$ cat config.mk
export PLATFORM = sky130hd
export DESIGN_NAME = alu_exec_ctrl
export DESIGN_NICKNAME = d
export VERILOG_FILES = /design/src/rtl/alu_pkg.sv /design/src/rtl/alu.sv /design/src/rtl/alu_regfile.sv /design/src/rtl/alu_exec_ctrl.sv
export SDC_FILE = /design/constraint.sdc
export NUM_CORES = 1
export LEC_CHECK = 0
export ABC_CLOCK_PERIOD_IN_PS = 10420
export BUFFER_PORTS_ARGS = -buffer_cell sky130_fd_sc_hd__buf_2
export CAP_MARGIN = 20
export CORE_ASPECT_RATIO = 1.4
export CORE_UTILIZATION = 40
export DETAILED_ROUTE_END_ITERATION = 10
export PLACE_DENSITY_LB_ADDON = 0.05
export SYNTH_ARGS = -nofsm -noshare
export SYNTH_HDL_FRONTEND = slang
export SYNTH_SLANG_ARGS = --single-unit
$ cat constraint.sdc
create_clock -name clk -period 10.42 [get_ports clk]
set_input_delay 2.084 -clock clk [delete_from_list [all_inputs] [get_ports clk]]
set_output_delay 2.084 -clock clk [all_outputs]
set_load 0.01 [all_outputs]
$ cat src/rtl/alu_pkg.sv
// Shared opcode, flag, instruction-field and state definitions for the ALU
// execute stage.
package alu_pkg;

    localparam logic [1:0] OP_ADD = 2'b00;
    localparam logic [1:0] OP_SUB = 2'b01;
    localparam logic [1:0] OP_AND = 2'b10;
    localparam logic [1:0] OP_OR  = 2'b11;

    localparam int FLAG_C = 0;
    localparam int FLAG_Z = 1;
    localparam int FLAG_N = 2;

    localparam int INSTR_OP_LSB   = 6;
    localparam int INSTR_DST_LSB  = 4;
    localparam int INSTR_SRCA_LSB = 2;
    localparam int INSTR_SRCB_LSB = 0;

    typedef enum logic [1:0] {
        ST_IDLE = 2'd0,
        ST_EXEC = 2'd1,
        ST_RESP = 2'd2
    } state_t;

    // Every instruction field is two bits wide.
    function automatic logic [1:0] instr_field(input logic [7:0] instr, input int lsb);
        return instr[lsb +: 2];
    endfunction

endpackage

$ cat src/rtl/alu.sv
// Combinational ALU: ADD/SUB/AND/OR with {N,Z,C} flags. For SUB, C is the borrow.
module alu
    import alu_pkg::*;
#(
    parameter int W = 8
) (
    input  logic [1:0]   opcode,
    input  logic [W-1:0] operand_A,
    input  logic [W-1:0] operand_B,
    output logic [W-1:0] alu_result,
    output logic [2:0]   flags
);

    logic [W:0] wide;

    always_comb begin
        wide = '0;
        case (opcode)
            OP_ADD: wide = {1'b0, operand_A} + {1'b0, operand_B};
            OP_SUB: wide = {1'b0, operand_A} - {1'b0, operand_B};
            OP_AND: wide = {1'b0, operand_A & operand_B};
            OP_OR:  wide = {1'b0, operand_A | operand_B};
        endcase
        alu_result     = wide[W-1:0];
        flags          = '0;
        flags[FLAG_C]  = wide[W];
        flags[FLAG_Z]  = (wide[W-1:0] == '0);
        flags[FLAG_N]  = wide[W-1];
    end

endmodule

$ cat src/rtl/alu_regfile.sv
// 4 x W register file: one write port shared by load and writeback, three
// combinational read ports (operand A, operand B, debug).
module alu_regfile #(
    parameter int W = 8
) (
    input  logic         clk,
    input  logic         rst_n,
    input  logic         ld_en_i,
    input  logic [1:0]   ld_addr_i,
    input  logic [W-1:0] ld_data_i,
    input  logic         wb_en_i,
    input  logic [1:0]   wb_addr_i,
    input  logic [W-1:0] wb_data_i,
    input  logic [1:0]   ra_addr_i,
    output logic [W-1:0] ra_data_o,
    input  logic [1:0]   rb_addr_i,
    output logic [W-1:0] rb_data_o,
    input  logic [1:0]   dbg_addr_i,
    output logic [W-1:0] dbg_data_o
);

    logic [W-1:0] rf_q [4];
    logic         we;
    logic [1:0]   waddr;
    logic [W-1:0] wdata;

    // Load and writeback are never requested together by the controller.
    always_comb begin
        we    = 1'b0;
        waddr = '0;
        wdata = '0;
        if (wb_en_i) begin
            we    = 1'b1;
            waddr = wb_addr_i;
            wdata = wb_data_i;
        end else if (ld_en_i) begin
            we    = 1'b1;
            waddr = ld_addr_i;
            wdata = ld_data_i;
        end
    end

    always_ff @(posedge clk or negedge rst_n) begin
        if (!rst_n) begin
            for (int i = 0; i < 4; i++) rf_q[i] <= '0;
        end else if (we) begin
            rf_q[waddr] <= wdata;
        end
    end

    assign ra_data_o  = rf_q[ra_addr_i];
    assign rb_data_o  = rf_q[rb_addr_i];
    assign dbg_data_o = rf_q[dbg_addr_i];

endmodule

$ cat src/rtl/alu_exec_ctrl.sv
// Issue/writeback controller around the combinational ALU: IDLE accepts loads
// or one instruction, EXEC writes back for one cycle, RESP holds the result.
module alu_exec_ctrl
    import alu_pkg::*;
#(
    parameter int W = 8
) (
    input  logic         clk,
    input  logic         reset_n,
    input  logic         in_valid,
    output logic         in_ready,
    input  logic [7:0]   in_instr,
    input  logic         ld_valid,
    output logic         ld_ready,
    input  logic [1:0]   ld_addr,
    input  logic [W-1:0] ld_data,
    output logic         out_valid,
    input  logic         out_ready,
    output logic [W-1:0] out_result,
    output logic [2:0]   out_flags,
    input  logic [1:0]   dbg_addr,
    output logic [W-1:0] dbg_data
);

    // Handshake: a transfer happens on a rising edge where valid and ready are both 1.
    state_t       state_q, state_d;
    logic [7:0]   ir_q, ir_d;
    logic [W-1:0] out_result_q, out_result_d;
    logic [2:0]   out_flags_q, out_flags_d;
    logic         out_valid_q, out_valid_d;
    logic         ld_en, wb_en;
    logic [W-1:0] op_a, op_b, alu_result;
    logic [2:0]   alu_flags;

    alu_regfile #(.W(W)) u_regfile (
        .clk        (clk),
        .rst_n      (reset_n),
        .ld_en_i    (ld_en),
        .ld_addr_i  (ld_addr),
        .ld_data_i  (ld_data),
        .wb_en_i    (wb_en),
        .wb_addr_i  (instr_field(ir_q, INSTR_DST_LSB)),
        .wb_data_i  (alu_result),
        .ra_addr_i  (instr_field(ir_q, INSTR_SRCA_LSB)),
        .ra_data_o  (op_a),
        .rb_addr_i  (instr_field(ir_q, INSTR_SRCB_LSB)),
        .rb_data_o  (op_b),
        .dbg_addr_i (dbg_addr),
        .dbg_data_o (dbg_data)
    );

    alu #(.W(W)) u_alu (
        .opcode     (instr_field(ir_q, INSTR_OP_LSB)),
        .operand_A  (op_a),
        .operand_B  (op_b),
        .alu_result (alu_result),
        .flags      (alu_flags)
    );

    always_comb begin
        state_d      = state_q;
        ir_d         = ir_q;
        out_result_d = out_result_q;
        out_flags_d  = out_flags_q;
        out_valid_d  = out_valid_q;
        in_ready     = 1'b0;
        ld_ready     = 1'b0;
        ld_en        = 1'b0;
        wb_en        = 1'b0;
        case (state_q)
            ST_IDLE: begin
                // A load in the same cycle wins; the instruction waits.
                ld_ready = 1'b1;
                in_ready = !ld_valid;
                ld_en    = ld_valid;
                if (in_valid && !ld_valid) begin
                    ir_d    = in_instr;
                    state_d = ST_EXEC;
                end
            end
            ST_EXEC: begin
                wb_en        = 1'b1;
                out_result_d = alu_result;
                out_flags_d  = alu_flags;
                out_valid_d  = 1'b1;
                state_d      = ST_RESP;
            end
            ST_RESP: begin
                if (out_ready) begin
                    out_valid_d = 1'b0;
                    state_d     = ST_IDLE;
                end
            end
            default: state_d = ST_IDLE;
        endcase
    end

    always_ff @(posedge clk or negedge reset_n) begin
        if (!reset_n) begin
            state_q      <= ST_IDLE;
            ir_q         <= '0;
            out_result_q <= '0;
            out_flags_q  <= '0;
            out_valid_q  <= 1'b0;
        end else begin
            state_q      <= state_d;
            ir_q         <= ir_d;
            out_result_q <= out_result_d;
            out_flags_q  <= out_flags_d;
            out_valid_q  <= out_valid_d;
        end
    end

    assign out_valid  = out_valid_q;
    assign out_result = out_result_q;
    assign out_flags  = out_flags_q;

endmodule

# Yosys cells after proc, flatten, opt, wreduce, memory -nomap -nowiden
# Index checks and enable logic that the tools add are counted.
[totals]
input_bits = 25
ff_bits = 54
elab_cells = 67
output_inout_bits = 22
[op_classes]
reduce_logical = 10
bitwise = 6
n_addsub = 2
eq_ne = 7
order_cmp = 5
n_mux = 28
[ops]
columns = ["op", "count"]
rows = [
  ["8-bit two-way mux", 9],
  ["8-bit binary-select mux with 2-bit select", 3],
  ["9-bit one-hot mux with 4 select lines", 1],
  ["32-bit bitwise mux", 1],
  ["8-bit demux with 2-bit select", 1],
  ["3-bit >= comparator (second input constant)", 4],
  ["2-bit inverter with 3-bit output", 4],
  ["8-bit by 8-bit adder with 9-bit output", 1],
  ["8-bit by 8-bit subtractor with 9-bit output", 1],
  ["8-bit AND", 1],
  ["8-bit zero test", 1],
  ["2-bit two-way mux", 4],
  ["8-bit OR", 1],
  ["1-bit two-way mux", 7],
  ["2-bit == test (second input constant)", 3],
  ["2-bit one-hot mux with 3 select lines", 1],
  ["2-bit AND reduction", 3],
  ["2-bit by 1-bit == test with 1-bit output (second input constant)", 2],
  ["2-bit zero test", 2],
  ["2-bit inequality test (second input constant)", 2],
  ["3-bit by 1-bit < comparator with 1-bit output (second input constant)", 1],
  ["1-bit logical AND", 2],
  ["1-bit one-hot mux with 2 select lines", 1],
  ["2-bit nonzero test", 1],
  ["1-bit zero test", 1],
]

# Logic depth before layout (Yosys ltp)
# Gate-level depths: netlist of run 1.
[logic_depth]
depth_word = 10
mapped_depth = 15
mapped_depth_nobuf = 14

# Cells and area by module
# Synthesis of run 1 repeated with hierarchy kept, for this count alone.
[unflattened]
hier_cells = 278
area_unflattened_um2 = 3575.9
[by_module_without_submodules]
columns = ["module", "area_per_inst_um2", "seq_area_each_um2", "cells_per_inst", "instances"]
rows = [
  ["alu_regfile", 1951.9, 800.8, 118, 1],
  ["alu_exec_ctrl", 877.1, 550.5, 54, 1],
  ["alu", 747.0, 0.0, 106, 1],
]

# Least setup slack after synthesis of run 1
# Ideal clock, no wire load.
[synth_timing]
path_kind = "input to output"
startpoint = "in dbg_addr[0]"
endpoint = "out dbg_data[0]"
t_arrival_ns = 3.099
setup_slack_ns = 5.237
path_buffers = 1
t_required_ns = 8.336
stages = 2
path_cell_list = "clkbuf_1 -> mux4_2"
[synth_via]
elab_chain_len = 4
[synth_rtl]
columns = ["element", "line", "text"]
rows = [
  ["start, declared", "alu_exec_ctrl.sv:21", "input logic [1:0] dbg_addr,"],
  ["2-bit inverter with 3-bit output (not written as such)", "alu_regfile.sv:53", "assign dbg_data_o = rf_q[dbg_addr_i];"],
  ["8-bit binary-select mux with 2-bit select", "alu_regfile.sv:53", ""],
  ["8-bit two-way mux (not written as such) (2 in a row)", "alu_regfile.sv:53", ""],
  ["end, declared", "alu_exec_ctrl.sv:22", "output logic [W-1:0] dbg_data"],
]
# No other way between the ends. The select of a mux whose other input is x is not followed.

# Worst setup path after layout of run 1
[layout_timing]
startpoint = "in dbg_addr[0]"
endpoint = "out dbg_data[3]"
# Same word-level chain as after synthesis.

==> results of run 1 <==
## per-stage QoR
| step | instances | total power (W) | instance area [um^2] |
|---|---|---|---|
| floorplan | 297 | 0.00106 | 3450 |
| global placement | 430 | 0.00126 | 3750 |
| detailed placement | 430 | 0.00126 | 3750 |
| CTS | 437 | 0.00146 | 3920 |
| global route | 437 | 0.00158 | 3920 |
| finish | 437 | 0.00144 | 3920 |
## cells in the mapped netlist
master	n	area, um^2
buf_1	3	11.3
o31ai_2	2	25.0
or3_4	2	22.5
o211a_1	1	10.0
nor3b_1	1	7.51
buf_4	1	7.51
o21bai_1	1	7.51
o31ai_1	2	15.0
nor2b_1	4	25.0
buf_2	1	5.00
a211oi_1	5	37.5
o31ai_4	1	21.3
o21ai_0	12	60.1
nand2b_1	7	43.8
xor2_1	8	70.1
a31oi_1	1	6.26
a32o_1	3	30.0
and2_1	5	31.3
or3_1	1	6.26
dfrtp_1	53	1330
nor2_1	13	48.8
inv_1	9	33.8
o311a_1	1	10.0
mux2i_1	7	70.1
o31a_1	1	8.76
maj3_1	4	40.0
clkbuf_1	11	41.3
o41ai_1	1	8.76
a22o_1	1	8.76
nor3_1	4	20.0
mux2_2	34	383
fa_1	1	20.0
nand2_1	27	101
mux4_2	24	541
or2_2	2	12.5
a21oi_1	16	80.1
a32oi_2	1	16.3
o21ai_1	5	25.0
ha_1	11	138
o22ai_1	3	18.8
a21o_1	5	37.5
buf_6	1	11.3
nand4_1	1	6.26
## kinds of logic after synthesis
family / count (synthesis) / synth area share (%)
buf+inv: 26 / 3.19
mux: 65 / 28.8
flops: 53 / 38.4
fa+ha+maj: 16 / 5.73
xor+xnor: 8 / 2.03
simple gates: 67 / 9.43
compound gates: 62 / 12.4
## metal layers
layer	vias up	GRT usage [%]
met1	1196	25.9
met5	-	0
met3	6	3.03
met4	0	5.00
met2	42	34.6
li1	1184	-
## power groups by stage
stage               Combinational (W)  Sequential (W)  Clock [W]
finish                       0.000870        0.000383   0.000192
global route                 0.000978        0.000400   0.000206
CTS                          0.000877        0.000385   0.000198
detailed placement           0.000872        0.000388          0
global placement             0.000868        0.000387          0
floorplan                    0.000706        0.000352          0
## critical path, stage by stage
cell    delay [ns]
buf_2         0.29
mux4_2        0.55
buf_2         0.15
## worst min-delay path by stage
stage	startpoint	to	slack [ns]
5_1_grt	out_result[1]	out_result[1]	0.50
3_3_place_gp	out_result[6]	out_result[6]	0.46
4_1_cts	out_result[2]	out_result[2]	0.48
3_5_place_dp	out_result[2]	out_result[2]	0.46
2_1_floorplan	u_regfile.rf_q[8]	u_regfile.rf_q[8]	0.48
6_report	out_result[2]	out_result[2]	0.47
## registers in the layout, indices dropped and copies added, names as in the netlist
register        flops
out_result          8
state_q             2
out_valid           1
ir_q                8
u_regfile.rf_q     32
out_flags           2
## cells in the final DEF (no fill, tap or decap), drive strengths merged, types with 7 or more instances in the layout
cell type,n
nand2,27
mux2i,7
nand2b,7
buf,48
mux2,34
dfrtp,53
mux4,24
o21ai,17
nor2,13
inv,10
xor2,8
ha,11
a21oi,16
## cell type report
| type | count | area (um^2) | area share (%) |
|---|---|---|---|
| clock buffer | 5 | 125 | 3.20 |
| clock inverter | 2 | 38.8 | 0.991 |
| inverter | 9 | 33.8 | 0.863 |
| multi-input combinational | 218 | 2020 | 51.6 |
| sequential | 53 | 1330 | 33.9 |
| tap | 102 | 128 | 3.26 |
| timing repair buffer | 48 | 245 | 6.26 |
==> run metrics, run 1 <==
Yosys warnings 0; post-CTS setup buffers 0; largest net degree at the start of global routing 54; Initial Util 41.8%; Critical Path Source Type input port; Layout Skew 0.00311 ns; row cnt 39; max layer used met4; clock latency on the worst-skew pair 0.30 ns; clk slew on worst S/H paths 0.07 ns; Post-CTS Resized 0; Hold WS 0.470 ns; Yosys reg bits 53; # hold bufs at CTS 0; reg-to-reg endpoint u_regfile.rf_q[6]; CTS tree built; final setup margin 5.26 ns; antenna violations before repair 0; Critical path origin dbg_addr[0]; H-tree Lvls 2; reg2reg start ir_q[0]; Max clock buf depth 2; sequential fraction of the synthesis area 38.4%; Layout area overhead 13.5%; PwrDens 369 nW/um^2; met2 WL post-DR 4200 um; gpl congestion 0.801; Synthesized Nets 334; Gate Count Post-Synth 297; CP Capture Type primary output; combinational power share 60.2%; first-pass GRT wire length 13,400 um; part of the power in registers 26.5%; unrepaired setup endpoints after global routing no; sum of net half-perimeters after detailed placement 6040 um; Psw 0.000616 W; Cell Area, Synth 3450 um^2; internal power 0.000828 W; Fillers 777; final-report setup violation count 0; setup TNS 0 ns; crit share post-route 49.5%; CP arrival 3.08 ns; Clock power frac 13.3%; maximum VDD drop 0.161 mV; detailed-route via count 2,428; ant diodes 0; Final Util 47.5%; Slew Limit Headroom 27.8%; Die X 80.5 um; met3 wire length 260 um; Residual DRC 0; Antenna Violating Nets Remaining 0; die height 112 um; via count of the first global-routing pass 2,542; vias per std cell 5.56; CP Class input port to primary output; WL/cell 18.6 um; GR Util All Layers 20.1%; switching share of power 42.7%; Worst-Margin Slew 1.08 ns; Slew Viols, Final 0; outcome finished clean; Leak Pwr 1.81 nW; Fmax 194 MHz; Final min period 5.16 ns; # IOs 47; Max Fanout on Critical Path 8; Critical Path Sink dbg_data[3]; MaxCap Viol Count 0; total CTS buffers 5; initial DRC count 92; Synth Area per Inst 11.6 um^2; Cell variety after synth 43; die area 9000 um^2; Routed met1 length 3590 um; I/O Buffers 46; Hold Crit Class flop to flop; Post-layout nets 372; share of cells above drive strength 1 36.4%; CTS Sinks 53; Hold Path Depth 1; GRT overflow 0; Core Footprint 8250 um^2; root buf cell clkbuf_16; final hold vios 0; DRT Pass-1 Iters 4; Setup WS pre-CTS 5.23 ns; Critical Path RT 8.34 ns; final WL 8140 um; R2R cell count 11; R2R setup slack 6.38 ns
(Power assumes the default switching activity.)
==> inputs of run 2 (changes only) <==
--- a/config.mk
+++ b/config.mk
@@ -5,7 +5,7 @@
 export SDC_FILE = /design/constraint.sdc
 export NUM_CORES = 1
 export LEC_CHECK = 0
-export ABC_CLOCK_PERIOD_IN_PS = 10420
+export ABC_CLOCK_PERIOD_IN_PS = 5210
 export BUFFER_PORTS_ARGS = -buffer_cell sky130_fd_sc_hd__buf_2
 export CAP_MARGIN = 20
 export CORE_ASPECT_RATIO = 1.4
==> constraint.sdc (replaced) <==
create_clock -name clk -period 5.21 [get_ports clk]
set_input_delay 1.042 -clock clk [delete_from_list [all_inputs] [get_ports clk]]
set_output_delay 1.042 -clock clk [all_outputs]
set_load 0.01 [all_outputs]
==> run 2 against run 1 <==
Sequential share of layout area down 0.11 points; global-route usage down 0.78 points; clock power up 100%; core utilization up 0.15 points; largest cell class unchanged; design area up 0.32%; largest power group unchanged; cell count up 0.23%; sequential cell count unchanged.
==> run metrics, run 2 (synthesis gave the netlist of run 1 again) <==
MaxCap Viol Count 0; Layout area overhead 13.9%; unrepaired setup endpoints after global routing no; initial DRC count 105; vias per std cell 5.64; H-tree Lvls 2; max reg flops 32; Critical Path RT 5.44 ns; Max clock buf depth 2; setup TNS 0 ns; Critical Path Source Type flop; HP Start out_result[6]; outcome finished clean; GRT overflow 0; commonest non-fill, non-tap cell in the layout dfrtp_1; R2R setup slack 1.27 ns; Hold WS 0.466 ns; clock latency on the worst-skew pair 0.29 ns; I/O Buffers 46; multi-input logic area 2020 um^2; Layout Skew 0.00473 ns; reg2reg start ir_q[0]; final WL 8000 um; root buf cell clkbuf_16; Worst-Margin Slew 1.22 ns; maximum VDD drop 0.276 mV; Die X 80.5 um; Final min period 3.94 ns; antenna violations before repair 0; Residual DRC 0; Hold Path Depth 2; Core Footprint 8250 um^2; total CTS buffers 5; highest-count cells in the layout ignoring fill and taps dfrtp_1 (53), buf_2 (46), mux2_2 (34); Initial Util 41.8%; via count of the first global-routing pass 2,601; largest net degree at the start of global routing 54; ant diodes 0; # IOs 47; reg-to-reg endpoint u_regfile.rf_q[6]; Antenna Violating Nets Remaining 0; CP Capture Type flop; Slew Limit Headroom 18.9%; final hold vios 0; R2R cell count 14; first-pass GRT wire length 13,100 um; Register Area 1330 um^2; crit share post-route 75.6%; sum of net half-perimeters after detailed placement 6120 um; Fillers 781; # hold bufs at CTS 0; share of cells above drive strength 1 36.6%; die height 112 um; Fmax 254 MHz; Max Fanout on Critical Path 9; final-report setup violation count 0; CP arrival 4.17 ns; Post-layout nets 372; detailed-route via count 2,471; PwrDens 744 nW/um^2; post-CTS setup buffers 0; WL/cell 18.3 um; CTS tree built; Post-CTS Resized 0; clk slew on worst S/H paths 0.07 ns; Leak Pwr 1.81 nW; gpl congestion 0.852; Hold EP out_result[6]; row cnt 39; Slew Viols, Final 0; CTS Sinks 53; largest register by flop count u_regfile.rf_q; GR Util All Layers 19.3%; CP Class flop to flop; Hold Crit Class flop to flop; die area 9000 um^2; DRT Pass-1 Iters 4
==> run 2: final cells by class <==
class | instances | area share (%)
multi-input combinational | 218 | 51.4
sequential | 53 | 33.8
timing repair buffer | 48 | 6.24
clock buffer | 6 | 3.54
tap | 102 | 3.25
clock inverter | 2 | 0.956
inverter | 9 | 0.860
==> run 2: worst max-delay path: stages, from the launching register on <==
cell and delay [ns]:
dfrtp_1 0.66, mux4_2 0.61, inv_1 0.10, ha_1 0.14
inv_1 0.05, or3_4 0.40, nand2_1 0.11, xor2_1 0.17
ha_1 0.30, o21ai_0 0.13, nor2_1 0.09, o311a_1 0.30
o31ai_1 0.37, a22o_1 0.28, mux2_2 0.17
==> run 2: metal layers <==
layer / up-vias / routed length, um / track usage [%]
met5: - / 0 / 0
met4: 0 / 95 / 5.60
met2: 48 / 4090 / 33.0
met3: 7 / 254 / 3.03
li1: 1181 / - / -
met1: 1235 / 3560 / 24.8
==> run 2: metrics by stage <==
step	std cells	total power (W)	worst slack (ns)	area [um^2]	util (%)
detailed placement	430	0.00253	1.30	3750	45.5
floorplan	297	0.00212	1.78	3450	-
global placement	430	0.00253	1.34	3750	45.5
finish	438	0.00292	1.27	3930	47.6
global route	438	0.00317	1.01	3930	47.6
CTS	438	0.00294	1.23	3930	47.6
==> run 2: where the power goes <==
| group | switching [W] | total [W] | internal (W) | leakage, nW |
|---|---|---|---|---|
| combinational | 0.000901 | 0.00175 | 0.000848 | 1.06 |
| clock | 0.000153 | 0.000393 | 0.000240 | 0.0831 |
| sequential | 0.000198 | 0.000779 | 0.000581 | 0.672 |
| total | 0.00125 | 0.00292 | 0.00167 | 1.81 |
==> run 2: worst max path at each step <==
stage | start | endpoint | cells after the start
after floorplan | ir_q[0] | u_regfile.rf_q[31] | 12
after global placement | ir_q[0] | u_regfile.rf_q[30] | 14
after detailed placement | ir_q[0] | u_regfile.rf_q[6] | 14
after CTS | ir_q[0] | u_regfile.rf_q[6] | 14
after global routing | ir_q[0] | u_regfile.rf_q[6] | 14
final | ir_q[0] | u_regfile.rf_q[6] | 14
